<file path="src/rtl/rr_handshake_arbiter.sv">
// -----------------------------------------------------------------------------
// rr_handshake_arbiter
//
// Round-robin arbiter that shares one downstream valid/ready channel between N
// upstream valid/ready requesters. The winning beat is captured in a
// forward-registered output stage: valid/data/last/grant are flopped, and
// ready_o is combinational. This gives full throughput, because a held beat can
// drain and be replaced by a new one on the same edge.
//
// Optional feature (compile-time macro ARB_PKT_LOCK_EN):
//   When the macro is defined, accepting a beat with last_i[k]=0 locks the
//   grant to requester k until k delivers a beat with last_i[k]=1. While the
//   lock is held, other requesters see ready_o=0, even if k is idle. The
//   round-robin pointer only advances when a packet completes.
//   When the macro is undefined, arbitration is per beat and last_i is only
//   carried through to last_o.
//
// Parameters:
//   WIDTH  data width per requester, in bits
//   N      number of requesters (2..16)
//
// Ports:
//   clk      clock; all state updates on posedge
//   rst      synchronous reset, active-high
//   valid_i  [N]        per-requester valid
//   ready_o  [N]        per-requester ready, at most one bit high
//   data_i   [N*WIDTH]  requester k at data_i[k*WIDTH +: WIDTH]
//   last_i   [N]        per-requester end-of-packet flag
//   valid_o             downstream valid (registered)
//   ready_i             downstream ready
//   data_o   [WIDTH]    downstream data (registered)
//   last_o              registered last flag of the held beat
//   grant_o  [N]        registered one-hot source of the held beat, 0 when idle
// -----------------------------------------------------------------------------
module rr_handshake_arbiter #(
  parameter int WIDTH = 32,
  parameter int N     = 4
) (
  input  logic               clk,
  input  logic               rst,
  input  logic [N-1:0]       valid_i,
  output logic [N-1:0]       ready_o,
  input  logic [N*WIDTH-1:0] data_i,
  input  logic [N-1:0]       last_i,
  output logic               valid_o,
  input  logic               ready_i,
  output logic [WIDTH-1:0]   data_o,
  output logic               last_o,
  output logic [N-1:0]       grant_o
);

  localparam int PW = (N > 1) ? $clog2(N) : 1;
  localparam logic [N-1:0] ONE_HOT0 = N'(1);

  logic [PW-1:0]    ptr_q;
  logic             free;
  logic             found;
  logic [PW-1:0]    win;
  logic [PW-1:0]    win_inc;
  logic             accept;
  logic [WIDTH-1:0] sel_data;

`ifdef ARB_PKT_LOCK_EN
  logic             lock_q;
  logic [PW-1:0]    lock_idx_q;
`endif

  // The output slot can take a new beat when it is empty, or when it is being
  // drained on this very cycle.
  assign free = ~valid_o | ready_i;

  // Winner search: the first requesting index, starting at ptr_q and wrapping
  // modulo N. A held packet lock overrides the search.
  always_comb begin : winner_search
    logic [PW:0] sum;
    logic [PW-1:0] idx;
    // NOTE: every signal written here gets a default first. That way no path
    // leaves it unassigned, and no latch is inferred.
    found = 1'b0;
    win   = '0;
    sum   = '0;
    idx   = '0;
    for (int i = 0; i < N; i++) begin
      sum = {1'b0, ptr_q} + (PW+1)'(i);
      if (sum >= (PW+1)'(N)) sum = sum - (PW+1)'(N);
      idx = sum[PW-1:0];
      if (!found && valid_i[idx]) begin
        found = 1'b1;
        win   = idx;
      end
    end
`ifdef ARB_PKT_LOCK_EN
    if (lock_q) begin
      found = valid_i[lock_idx_q];
      win   = lock_idx_q;
    end
`endif
  end

  assign win_inc  = (win == PW'(N - 1)) ? '0 : win + PW'(1);
  assign sel_data = data_i[int'(win) * WIDTH +: WIDTH];

  // Ready is withheld during reset. A beat handed over in that cycle would be
  // thrown away by the reset, so the requester keeps it instead.
  assign accept  = found & free & ~rst;
  assign ready_o = accept ? (ONE_HOT0 << win) : '0;

  // NOTE: state registers use non-blocking assignments so that every flop
  // samples pre-edge values, whatever order the processes are evaluated in.
  always_ff @(posedge clk) begin
    if (rst) begin
      valid_o <= 1'b0;
      data_o  <= '0;
      last_o  <= 1'b0;
      grant_o <= '0;
      ptr_q   <= '0;
`ifdef ARB_PKT_LOCK_EN
      lock_q     <= 1'b0;
      lock_idx_q <= '0;
`endif
    end else if (accept) begin
      valid_o <= 1'b1;
      data_o  <= sel_data;
      last_o  <= last_i[win];
      grant_o <= ONE_HOT0 << win;
`ifdef ARB_PKT_LOCK_EN
      if (last_i[win]) begin
        lock_q <= 1'b0;
        ptr_q  <= win_inc;
      end else begin
        lock_q     <= 1'b1;
        lock_idx_q <= win;
      end
`else
      ptr_q <= win_inc;
`endif
    end else if (ready_i) begin
      // The held beat drained and nothing replaced it. data_o and last_o
      // keep their last values.
      valid_o <= 1'b0;
      grant_o <= '0;
    end
  end

endmodule
</file>
<file path="config.mk">
export PLATFORM = sky130hd
export DESIGN_NAME = rr_handshake_arbiter
export DESIGN_NICKNAME = d
export VERILOG_FILES = /design/src/rtl/rr_handshake_arbiter.sv
export SDC_FILE = /design/constraint.sdc
export NUM_CORES = 1
export LEC_CHECK = 0
export ABC_AREA = 1
export BUFFER_PORTS_ARGS = -buffer_cell sky130_fd_sc_hd__buf_2
export CAP_MARGIN = 20
export CORE_MARGIN = 2
export CORE_UTILIZATION = 39
export CTS_CLUSTER_DIAMETER = 120
export DETAILED_ROUTE_END_ITERATION = 16
export GPL_TIMING_DRIVEN = 1
export PLACE_DENSITY = 0.75
export SLEW_MARGIN = 20
export SYNTH_ARGS = -nofsm -noshare
export SYNTH_HDL_FRONTEND = slang
export SYNTH_SLANG_ARGS = --single-unit
</file>
<file path="constraint.sdc">
create_clock -name clk -period 2.1 [get_ports clk]
set_input_delay 0.42 -clock clk [delete_from_list [all_inputs] [get_ports clk]]
set_output_delay 0.42 -clock clk [all_outputs]
set_load 0.02 [all_outputs]
</file>
Word-level counts from Yosys, hierarchy flattened
Index checks and enable logic that the tools add are counted.
Widths: inputs -> output; s select.
- shifts and indexed selects: 2
- equal/unequal tests: 1
- add/sub/neg operators: 8
- reductions and logical operators: 7
- div/mod/pow operators: 0
- order comparisons: 9
- mux-type cells: 28
- bitwise logic cells: 5
- $mul: 0
- operators by type and width (kind ; number):
    $shiftx 128x8->32 ; 1
    $mux 2 ; 9
    $lt 2x3->1 const B ; 5
    $mux 4 ; 3
    $mux 1 ; 11
    $bmux 1 s2 ; 5
    $ge 3x3->1 const B ; 3
    $sub 2x1->2 const B ; 4
    $add 2x2->3 const B ; 2
    $shl 1x2->4 const A ; 1
    $add 2x1->3 const B ; 1
    $ge 2x3->1 const B ; 1
    $logic_and 1x1->1 ; 3
    $logic_not 1->1 ; 3
    $add 2x1->2 const B ; 1
    $and 1x1->1 ; 2
    $eq 2x2->1 const B ; 1
    $not 1->1 ; 2
    $reduce_bool 2->1 ; 1
    $or 1x1->1 ; 1
- memories kept: 0
- memory bits (writable): 0
- output and inout bits: 42
- bits in latches: 0
- register bits: 40
- ROM bits: 0
- input bits: 139

Logic depth before layout (Yosys ltp)
- depth after elaboration: 17
- mapped depth: 15
- depth with buffers taken out: 14

Worst setup path after synthesis
No wires, ideal clock.
- path type: register -> output
- from: register ptr_q[0]
- to: output port ready_o[3]
- arrival time: 1718 ps
- path slack: -38 ps
- stages on the path, launching flop included: 14
- path buffers: 3
- cell sequence: dfxtp_1 -> buf_4 -> nand2_1 -> nand3_1 -> nand2_2 -> nor2_4 -> nand3_4 -> nand3_2 -> buf_6 -> buf_6 -> inv_1 -> ha_1 -> nand2_1 -> inv_1
- word-level cells in the longest chain between the ends: 17
- elaborated cells on any way between the ends: 41
- those cells by class: add/sub: 7; order compare: 4; shift: 1; mux: 21; bitwise: 2; reduce/logical: 6
- RTL lines (item ; line ; source):
    from (decl) ; 55 ; logic [PW-1:0] ptr_q;
    from (signal assigned) ; 135 ; ptr_q <= win_inc;
    branches (longest 16 deep; another with $add 2x1->3) ; -- ;
    $mux 4 * ; 106 ; assign ready_o = accept ? (ONE_HOT0 << win) : '0;
    to (decl) ; 42 ; output logic [N-1:0] ready_o,
Mark *: on every way between the ends. The select of a mux whose other input is x is not followed.

Worst setup path in the final report
Same ends and word-level chain as after synthesis.

==> metrics.csv <==
stage,metric,value,unit
global_route,GRT Residual Overflow,0,
global_route,largest net degree at the start of global routing,41,
placed_design,placer congestion estimate,0.864,
clocking,clk slew on worst S/H paths,80,ps
synthesis,syn avg cell area,5.94,µm²
clocking,clk buf depth,2,
global_route,GR Util All Layers,0.238,
synthesis,Post-Syn Nets,623,
setup_path,crit-path max cell delay,400,ps
placed_design,Detail Placement HPWL,7120,µm
cells_and_area,antenna cells,0,
detailed_routing,drt via density,5.16,
detailed_routing,routed via count,3934,
floorplan,I/O Pins,181,
global_route,met2 Use GR,0.436,
sta,fmax,435,MHz
setup_path,CP Cell Sequence,buf_8 -> nand2_4 -> nand3_2 -> nand2_4 -> nor2_4 -> nand3_4 -> nand3_2 -> inv_2 -> ha_4 -> nand2_4 -> inv_2 -> buf_6,
setup_path,worst r2r src,ptr_q[0],
clocking,# H-tree levels,2,
synthesis,synth unique cells,20,
placed_design,number of I/O port buffers,180,
cells_and_area,Multi-input gate area,1890,µm²
setup_path,Setup Crit Path Kind,flop to output port,
clocking,CTS buffer count,5,
floorplan,starting density of the core,0.400,
setup_path,critical path endpoint category,output port,
clocking,TritonCTS clock tree,built,
min_path,Hold/Removal Path Class,primary input to flop,
floorplan,die area,8060,µm²
global_route,vias in the first global route,3607,
cells_and_area,fin nets,802,
synthesis,cell area after synthesis,2870,µm²
clocking,# clock sinks,40,
sta,Setup TNS Final,-640,ps
synthesis,ranking of synthesized cells by area,"nand3_1 36%, dfxtp_1 28%, nand2_1 19%",
setup_path,Worst EP arrival,1880,ps
synthesis,"top cells by count, synth","204 x nand3_1, 145 x nand2_1, 40 x dfxtp_1, 28 x inv_1, 19 x buf_2",
setup_path,cell mode on critical path,nand2_4,
sta,RSZ-0062 raised after global routing,yes,
clocking,Root Driver,clkbuf_8,
global_route,initial antenna violation count,0,
cells_and_area,Util after Layout,0.597,
sta,"Slew Viols, Final",0,
min_path,Worst Hold Depth,2,
setup_path,Worst Reg2Reg Path Length in Cells,13,
synthesis,Post-synth EDFFs,0,
synthesis,yosys warns,0,
status,status,finished with violations,
synthesis,post-synthesis register bit count,40,
sta,Final Cycle Share,1.10,
setup_path,CP max-delay cell,dfxtp_4,
min_path,Hold Crit Start,rst,
detailed_routing,Routed Antenna Nets,0,
setup_path,CP Launch Type,flop,
global_route,grt met1 use,0.284,
detailed_routing,DR iter-0 viols,223,
global_route,GR Layer Usage met3,0.0511,
synthesis,sequential cell area fraction in the yosys report,0.279,
job,max-cap violation count,0,
floorplan,die height,89.8,µm
status,failing checks,negative setup slack,
synthesis,most common cell in the netlist,nand3_1,
setup_path,worst-path fanout max,7,
cells_and_area,fraction of layout cells with a size suffix above 1,0.403,
global_route,first-pass GRT wire length,16400,µm
floorplan,Die X-Extent,89.8,µm
detailed_routing,First-pass DRT Iterations,5,
cells_and_area,Storage cell area,808,µm²
power_and_ir_drop,PD cells,1580,nW/µm²
setup_path,Top Family by Delay on Critical Path,simple AND/OR/NAND/NOR gates,
synthesis,Most used DFF post-synth,dfxtp_1,
setup_path,Crit. Startpoint,ptr_q[0],
clocking,"Clk Latency, worst-skew pair",290,ps
synthesis,Async SR Flop Fraction,0,
sta,Tightest Pin Transition,362,ps
sta,Final Setup Violations,4,
synthesis,share of the synthesized area in the top cell type,0.356,
sta,Worst Skew,10.9,ps
floorplan,Std-Cell Rows,31,
sta,relative slew slack,0.759,
power_and_ir_drop,Leak Pwr,0.00239,µW
floorplan,core area,7180,µm²
detailed_routing,drt drc,0,
setup_path,Worst path depth,12,
detailed_routing,"wirelength, routed",10000,µm
sta,Setup WS post-layout,-200,ps
sta,post-route minimum period,2300,ps
synthesis,cell taking the most area after synthesis,nand3_1,
cells_and_area,filler instances,661,
sta,Final Hold Viols,0,
global_route,grt peak-use layer,met2,
synthesis,cells after synthesis,483,
detailed_routing,WL/cell,13.2,µm
setup_path,CP Buf/Inv Count,4,
power_and_ir_drop,Worst IR Drop VDD,0.899,mV
cells_and_area,area delta synth->final,49.2,%
setup_path,worst endpoint required time,1680,ps
==> area by class of cell <==
| cell class | instances | share of cell area |
|---|---|---|
| Multi-Input combinational cell | 373 | 0.442 |
| Timing Repair Buffer | 210 | 0.288 |
| Sequential cell | 40 | 0.189 |
| Inverter | 32 | 0.0310 |
| Tap cell | 99 | 0.0289 |
| Clock buffer | 8 | 0.0210 |
==> kinds of logic (layout without fill, tap and decap cells) <==
kind of cell / count (synthesis) / in the layout / share of synthesized area
AND/OR/NAND/NOR: 363 / 363 / 0.582
buffers and inverters: 70 / 250 / 0.118
flip-flops: 40 / 40 / 0.279
AO/OA/AOI/OAI: 9 / 9 / 0.0166
adder cells (fa/ha/maj): 1 / 1 / 0.00436
==> repair_timing <==
action | 4_1_cts | 5_1_grt
hold buffers | 0 | 0
pin swaps | 19 | 8
setup endpoints to repair | 4 | 41
cloned | 0 | 2
buffers inserted | 9 | 4
gates resized for setup | 55 | 20
==> routing by layer <==
layer	up-vias	routed length (µm)
li1	1962	-
met1	1743	4040
met2	212	5000
met3	17	848
met4	0	156
met5	-	0
==> cells in the final DEF (no fill, tap or decap), drive strengths merged <==
master  instances
nand3         208
buf           208
nand2         147
dfxtp          40
inv            31
clkbuf         10
nor2            8
a21oi           6
o21ai           2
clkinv          1
a21boi          1
ha              1
==> power breakdown <==
group / internal, µW / switching (µW)
registers: 1060 / 156
clock network: 268 / 250
logic: 1950 / 3080
total: 3280 / 3490
==> worst paths after layout <==
path                end  slack [ps]
max          ready_o[3]        -200
min          grant_o[1]         370
min reg2reg  grant_o[1]         470
max reg2reg   data_o[9]         140
==> worst register-to-register path, delay by kind of cell (launching register included) <==
family	cells	cell delay [ps]
buffers and inverters	4	540
flip-flops	1	400
AND/OR/NAND/NOR	9	910
==> metrics by stage <==
step                power, µW  setup WS [ps]  instances  hold WS [ps]  cell area (µm²)
finish                   6770           -200        762           372             4280
detailed placement       5440          -24.4        744           458             3830
CTS                      6390           -133        761           361             4160
global route             7370           -304        762           372             4280
global placement         5370           16.2        744           452             3830
floorplan                4450           2.10        483           489             2870
==> flip-flops by register name, indices dropped and copies added, names as in the netlist <==
name,cells
grant_o,4
last_o,1
data_o,32
ptr_q,2
valid_o,1
Note: power is estimated with default switching activity, not from simulation.
